==> src/rtl/rx_fifo_drain.sv <==
// rtl/rx_fifo_drain.sv - drains the RX FIFO into a 2-entry local buffer for AHB reads
//
// Ports:
//   rd_clk, rd_rst   AHB clock (HCLK) and synchronous active-high reset
//   enable           level; 1 allows fetching from the RX FIFO
//   flush            single-cycle pulse; discards local and FIFO-resident words
//   fifo_empty       RX FIFO empty flag
//   fifo_rd_en       RX FIFO read enable (data returns one cycle later)
//   fifo_rd_data     RX FIFO read data
//   rx_pop           AHB read strobe for the RX data register
//   rx_data          head word of the local buffer
//   rx_valid         rx_data holds a word
//   rx_level         local buffer occupancy, 0..2
//   rx_underflow     sticky; set by a pop with nothing to pop
//   clr_underflow    clears rx_underflow (a simultaneous set wins)
//   rx_word_cnt      wrapping count of accepted pops

module rx_fifo_drain (
  input  logic        rd_clk,
  input  logic        rd_rst,
  input  logic        enable,
  input  logic        flush,
  input  logic        fifo_empty,
  output logic        fifo_rd_en,
  input  logic [31:0] fifo_rd_data,
  input  logic        rx_pop,
  output logic [31:0] rx_data,
  output logic        rx_valid,
  output logic [1:0]  rx_level,
  output logic        rx_underflow,
  input  logic        clr_underflow,
  output logic [15:0] rx_word_cnt
);

  typedef enum logic [1:0] {
    ST_IDLE  = 2'd0,
    ST_RUN   = 2'd1,
    ST_FLUSH = 2'd2
  } state_t;

  state_t      state;
  logic        inflight;      // a read was issued last cycle; its data is on fifo_rd_data now
  logic [31:0] tail_word;     // second entry; the head entry is held directly in rx_data
  logic        pop_accepted;
  logic        ret_valid;     // returning word that must be written into the buffer
  logic        underflow_set;
  logic        flush_entry;
  logic [2:0]  projected;     // occupancy once the in-flight word lands and the pop leaves

  always_comb begin
    rx_valid      = (rx_level != 2'd0) && (state != ST_FLUSH);
    pop_accepted  = rx_pop && rx_valid;
    underflow_set = rx_pop && !rx_valid && (state != ST_FLUSH);
    flush_entry   = flush && (state != ST_FLUSH);
    // A word landing in the flush cycle itself is already part of the discarded set.
    ret_valid     = inflight && (state != ST_FLUSH) && !flush;
    projected     = {1'b0, rx_level} + {2'b00, inflight} - {2'b00, pop_accepted};
    fifo_rd_en    = 1'b0;
    case (state)
      ST_RUN:   fifo_rd_en = !fifo_empty && !flush && (projected < 3'd2);
      ST_FLUSH: fifo_rd_en = !fifo_empty;
      default:  fifo_rd_en = 1'b0;
    endcase
  end

  always_ff @(posedge rd_clk) begin
    if (rd_rst) begin
      state        <= ST_IDLE;
      inflight     <= 1'b0;
      rx_level     <= 2'd0;
      rx_data      <= 32'h0000_0000;
      tail_word    <= 32'h0000_0000;
      rx_underflow <= 1'b0;
      rx_word_cnt  <= 16'h0000;
    end else begin
      inflight <= fifo_rd_en;

      if (underflow_set) begin
        rx_underflow <= 1'b1;
      end else if (clr_underflow) begin
        rx_underflow <= 1'b0;
      end

      if (pop_accepted) begin
        rx_word_cnt <= rx_word_cnt + 16'h0001;
      end

      case (state)
        ST_IDLE: begin
          if (flush) begin
            state <= ST_FLUSH;
          end else if (enable) begin
            state <= ST_RUN;
          end
        end
        ST_RUN: begin
          if (flush) begin
            state <= ST_FLUSH;
          end else if (!enable) begin
            state <= ST_IDLE;
          end
        end
        ST_FLUSH: begin
          // Leave only once nothing is left in the FIFO and nothing is still returning.
          if (fifo_empty && !inflight) begin
            state <= ST_IDLE;
          end
        end
        default: state <= ST_IDLE;
      endcase

      if (flush_entry) begin
        // Clearing the words too keeps flushed data from ever showing on rx_data.
        rx_level  <= 2'd0;
        rx_data   <= 32'h0000_0000;
        tail_word <= 32'h0000_0000;
      end else if (state != ST_FLUSH) begin
        case ({ret_valid, pop_accepted})
          2'b10: begin
            if (rx_level == 2'd0) begin
              rx_data  <= fifo_rd_data;
              rx_level <= 2'd1;
            end else if (rx_level == 2'd1) begin
              tail_word <= fifo_rd_data;
              rx_level  <= 2'd2;
            end
          end
          2'b01: begin
            if (rx_level == 2'd2) begin
              rx_data <= tail_word;
            end
            rx_level <= rx_level - 2'd1;
          end
          2'b11: begin
            // Head leaves and the new word joins the tail; occupancy is unchanged.
            if (rx_level == 2'd1) begin
              rx_data <= fifo_rd_data;
            end else begin
              rx_data   <= tail_word;
              tail_word <= fifo_rd_data;
            end
          end
          default: ;
        endcase
      end
    end
  end

endmodule

==> config.mk <==
export PLATFORM = sky130hd
export DESIGN_NAME = rx_fifo_drain
export DESIGN_NICKNAME = d
export VERILOG_FILES = /design/src/rtl/rx_fifo_drain.sv
export SDC_FILE = /design/constraint.sdc
export NUM_CORES = 1
export LEC_CHECK = 0
export CAP_MARGIN = 5
export CORE_MARGIN = 5
export CORE_UTILIZATION = 53
export DETAILED_ROUTE_END_ITERATION = 12
export PLACE_DENSITY = 0.95
export SLEW_MARGIN = 30
export SYNTH_ARGS = -nofsm -noshare
export SYNTH_HDL_FRONTEND = slang
export SYNTH_SLANG_ARGS = --single-unit
==> constraint.sdc <==
create_clock -name rd_clk -period 9.7 [get_ports rd_clk]
set_clock_uncertainty 0.15 [all_clocks]
set_input_delay 2.91 -clock rd_clk [delete_from_list [all_inputs] [get_ports rd_clk]]
set_output_delay 2.91 -clock rd_clk [all_outputs]
set_load 0.02 [all_outputs]
* After elaboration in Yosys (flattened, before gate mapping)
Cells that the tools add are included.
Operators by class: mux-type cells 19, order comparisons 1, $add $sub $neg 4, equality and inequality tests 16, reduce and logical (&&, ||, !) cells 26
Operators with widths (number):
- $mux W32 | 5
- $pmux W32 S3 | 1
- $pmux W32 S2 | 1
- $add A16 B1 Y16 const B | 1
- $mux W2 | 7
- $ne A2 B2 Y1 const B | 6
- $logic_and A1 B1 Y1 | 10
- $ne A3 B3 Y1 const B | 3
- $eq A2 B2 Y1 const B | 4
- $reduce_and A4 Y1 | 2
- $reduce_bool A2 Y1 | 4
- $eq A2 B1 Y1 const B | 3
- $pmux W2 S3 | 1
- $reduce_and A3 Y1 | 2
- $logic_not A1 Y1 | 4
- $logic_not A2 Y1 | 2
- $pmux W2 S2 | 1
- $add A2 B1 Y3 | 1
- $lt A3 B2 Y1 const B | 1
- $reduce_bool A3 Y1 | 1
- $sub A3 B1 Y3 | 1
- $mux W1 | 2
- $pmux W1 S2 | 1
- $reduce_or A2 Y1 | 1
- $sub A2 B1 Y2 const B | 1
Word-level totals: bits in registers 86, output and inout port bits 53, word-level logic and storage cells 73

* Depth between registers and ports, before layout
depth in word-level cells 7, gate-level depth with buffers 12, depth with buffers taken out 11

* Worst setup path before layout
Ideal clock, no wire load.
path kind input port to output port, start input port rx_pop, end output port fifo_rd_en, path slack 1.552 ns, stages on the path 8, buffers on the path 0, data required time 6.640 ns, data arrival time 5.088 ns, cell sequence or3b_2 inv_1 ha_1 nand2b_1 fa_1 xnor2_1 a31oi_1 nor3b_1
Between the ends: cells in the longest elaborated chain, start to end 5
Ends and longest elaborated chain:
- start, declared | RTL line 26 | input logic rx_pop,
- $logic_and A1 B1 Y1 | RTL line 52 | pop_accepted = rx_pop && rx_valid;
- net pop_accepted | RTL line 44 | logic pop_accepted;
- $sub A3 B1 Y3 | RTL line 57 | projected = {1'b0, rx_level} + {2'b00, inflight} - {2'b00, pop_accepted};
- $lt A3 B2 Y1 | RTL line 60 | ST_RUN: fifo_rd_en = !fifo_empty && !flush && (projected < 3'd2);
- $logic_and A1 B1 Y1 | RTL line 60
- $pmux W1 S2 | RTL line 59 | case (state)
- end, declared | RTL line 24 | output logic fifo_rd_en,
The timed path passes the listed nets, and every way through them passes these cells.

* Final worst setup path
Same ends and word-level chain as after synthesis.

==> flow_summary_export.csv <==
group,metric,value,unit
status,status,"finished, final reports clean",
grt,grt_first_pass_wirelength,15500,µm
logic_synthesis,ys_ff_latch,86,
worst_setup_path,path_max_fanout,5,
pwr,finalPower,0.659,mW
pwr,peakVddDrop,87.9,µV
worst_setup_path,rr_worst_depth,11,
logic_synthesis,synth_edf_count,0,
pwr,p_leak,1.69,nW
timing,rsz0062_at_grt,"false",
worst_setup_path,cp-start-kind,"primary input",
min_path,whs_endpoint,"tail_word[9]$_SDFFE_PP0P_",
worst_setup_path,cp_common_cell,"clkdlybuf4s50_1",
worst_setup_path,slowest_delay,0.65,ns
grt,grt_pass1_vias,3375,
min_path,min_path_type,"register to register",
worst_setup_path,crit_chain,"clkdlybuf4s50_1 -> or3b_2 -> inv_1 -> ha_1 -> nand2b_1 -> fa_1 -> xnor2_1 -> a31oi_1 -> nor3b_1 -> clkdlybuf4s50_1",
timing,finalHoldViolations,0,
timing,timing.fmax,109,MHz
timing,setup_viol,0,
route,first_pass_iters,5,
min_path,hold_depth,2,
clock_network,cts-buffers-inserted,9,
pwr,pwr-share-comb,7.8,%
logic_synthesis,netlist_instances,466,
place,dp.final_hpwl,6490,µm
pwr,p_per_area,136,nW/µm²
clock_network,htree_levels,3,
pwr,p_sw_share,24.3,%
worst_setup_path,r2r_start,"rx_level[1]$_SDFFE_PP0P_",
place,gp_congestion,0.823,
logic_synthesis,yosys_warnings,0,
place,post-place-cells,626,
finish,utilization,71.3,%
clock_network,clk_latency,0.36,ns
logic_synthesis,synth_nets,514,
place,io_buffers,91,
die,io_pins,92,
worst_setup_path,critPathRequiredTime,6.64,ns
worst_setup_path,rr_endpoint,"inflight$_SDFF_PP0_",
logic_synthesis,syn_area,3700,µm²
logic_synthesis,synth.distinct_cells,42,
worst_setup_path,crit_type,"primary input to output pin",
logic_synthesis,syn_area_per_cell,7.94,µm²
grt,antenna_found_initial,0,
place,postPlaceCellArea,4650,µm²
clock_network,clkSinkCount,86,
pwr,power.share.sequential,54.1,%
timing,hold-worst-slack,0.312,ns
finish,seq_area,1720,µm²
worst_setup_path,r2r_slack,6.31,ns
route,routed_wl,9480,µm
route,drc,0,
die,core_region_area,6790,µm²
logic_synthesis,yosysSeqAreaShare,46.5,%
worst_setup_path,end_kind,"output pin",
die,die_width,93.6,µm
timing,maxSlewHeadroom,50.3,%
grt,grtUsageTotal,22.0,%
place,pre_cts_ws,0.617,ns
grt,grt_start_max_net_pins,65,
timing,slew_violations,0,
pwr,power.switching,0.160,mW
clock_network,ctsResizeCount,0,
min_path,min_from,"tail_word[9]$_SDFFE_PP0P_",
clock_network,path_clk_slew,0.09,ns
finish,diodes,0,
clock_network,post_cts_buffers,0,
clock_network,clock_path_buffers,2,
finish,fin_cells,642,
finish,multi_input_area,1820,µm²
grt,grt-ovfl-total,0,
route,routedWlPerCell,14.8,µm
route,antenna_left,0,
timing,min_period,9.18,ns
worst_setup_path,crit_slowest_cell,"clkdlybuf4s50_1",
route,drt-initial-drc-count,226,
die,die_h,93.6,µm
die,die_area,8750,µm²
finish,synthToLayoutAreaGrowth,30.9,%
pwr,p_int,0.499,mW
clock_network,cts_hold_buf,0,
finish,final_area,4840,µm²
pwr,clkPwrFrac,38.1,%
route,vias_per_cell,5.51,
timing,post-route-period-util,94.6,%
timing,fin_ws,0.525,ns
logic_synthesis,ys.flop_type,"dfxtp_1",
worst_setup_path,crit_arrival,6.12,ns
die,num_rows,30,
logic_synthesis,synthArstFlopShare,0,%
timing,tns,0,ns
run,max_cap_violations,0,
clock_network,clockRootBuffer,"clkbuf_8",
finish,final_nets,589,
die,start_util,54.5,%
finish,drive_above_1_share,6.41,%
finish,fill_cells,544,
clock_network,cts_tree,"built",
route,via_count,3538,
timing,worst_pin_slew,0.744,ns
==> sequential cells by signal, summed over array words and instances, names as in the netlist <==
signal / flops
inflight: 1
rx_data: 32
rx_level: 2
rx_underflow: 1
rx_word_cnt: 16
state: 2
tail_word: 32
==> cell usage in the layout (no fill, tap or decap), types with 3 or more instances in the layout <==
cell type	n
mux2_2	3
clkbuf_8	9
nor2b_1	6
ha_1	8
xnor2_1	7
buf_4	4
nand2b_1	6
nand2_1	135
o21ai_0	35
clkdlybuf4s50_1	90
or3_1	3
dfxtp_1	86
inv_1	13
a21oi_1	39
xor2_1	5
nor2_1	18
nand3_1	7
a31oi_1	33
==> how the worst max path moves through the flow <==
| stage | slack, ns | depth (start not counted) | start | to |
|---|---|---|---|---|
| finish | 0.52 | 10 | rx_pop | fifo_rd_en |
| global route | 0.32 | 10 | rx_pop | fifo_rd_en |
| CTS | 0.51 | 10 | rx_pop | fifo_rd_en |
| detailed placement | 0.62 | 10 | rx_pop | fifo_rd_en |
| global placement | 0.64 | 10 | rx_pop | fifo_rd_en |
| floorplan | 1.55 | 8 | rx_pop | fifo_rd_en |
==> power groups by stage <==
| stage | Combinational [mW] | Sequential (mW) | Clock, mW |
|---|---|---|---|
| after floorplan | 0.0224 | 0.366 | 0 |
| after global placement | 0.0495 | 0.364 | 0 |
| after detailed placement | 0.0515 | 0.365 | 0 |
| after CTS | 0.0519 | 0.356 | 0.255 |
| after global routing | 0.0561 | 0.357 | 0.270 |
| final | 0.0517 | 0.356 | 0.251 |
==> Yosys cell counts (2+ instances only) <==
library cell | n | area share [%]
buf_2 | 5 | 0.68
nor3_1 | 2 | 0.27
xnor2_1 | 7 | 1.7
o21ai_0 | 35 | 4.7
mux2_2 | 3 | 0.91
nand2_1 | 135 | 14
a31oi_1 | 33 | 5.6
a21o_1 | 4 | 0.81
a21oi_1 | 40 | 5.4
ha_1 | 8 | 2.7
nor2b_1 | 6 | 1.0
inv_1 | 13 | 1.3
nand2b_1 | 6 | 1.0
nand3_1 | 7 | 0.95
xor2_1 | 5 | 1.2
dfxtp_1 | 86 | 47
clkbuf_1 | 24 | 2.4
nor2_1 | 18 | 1.8
or3_1 | 3 | 0.51
nor3b_1 | 2 | 0.41
and3_1 | 3 | 0.51
==> worst max-delay path, delay by kind of cell <==
kind                       cells  cell delay (ns)
adders and majority gates      2             0.68
AOI/OAI and AO/OA              1             0.12
and+or+nand+nor                3             0.90
buffers and inverters          3             1.32
xor gates and xnor gates       1             0.19
==> cells by family (layout without fill, tap and decap cells) <==
kind of cell,after synthesis,count (layout),synth area share [%]
AO/OA/AOI/OAI,122,122,18.9
XOR/XNOR,12,12,2.84
adder cells (fa/ha/maj),9,9,3.25
buffers and inverters,44,124,4.84
flip-flops,86,86,46.5
multiplexers,4,4,1.18
AND/OR/NAND/NOR,189,189,22.5
==> layout make-up <==
class	instances	area share [%]
sequential	86	35.5
inverter	13	1.01
clock inverter	7	1.50
tap	96	2.48
timing repair buffer	95	19.3
clock buffer	9	2.56
multi-input combinational	336	37.6
==> per-layer routing <==
layer	wire length [µm]	track usage, %	vias to the layer above
met5	0	0	-
li1	-	-	1722
met2	4750	38.5	137
met3	670	4.42	21
met1	3880	26.4	1658
met4	187	8.66	0
No activity file was read; power rests on OpenSTA's default activity.
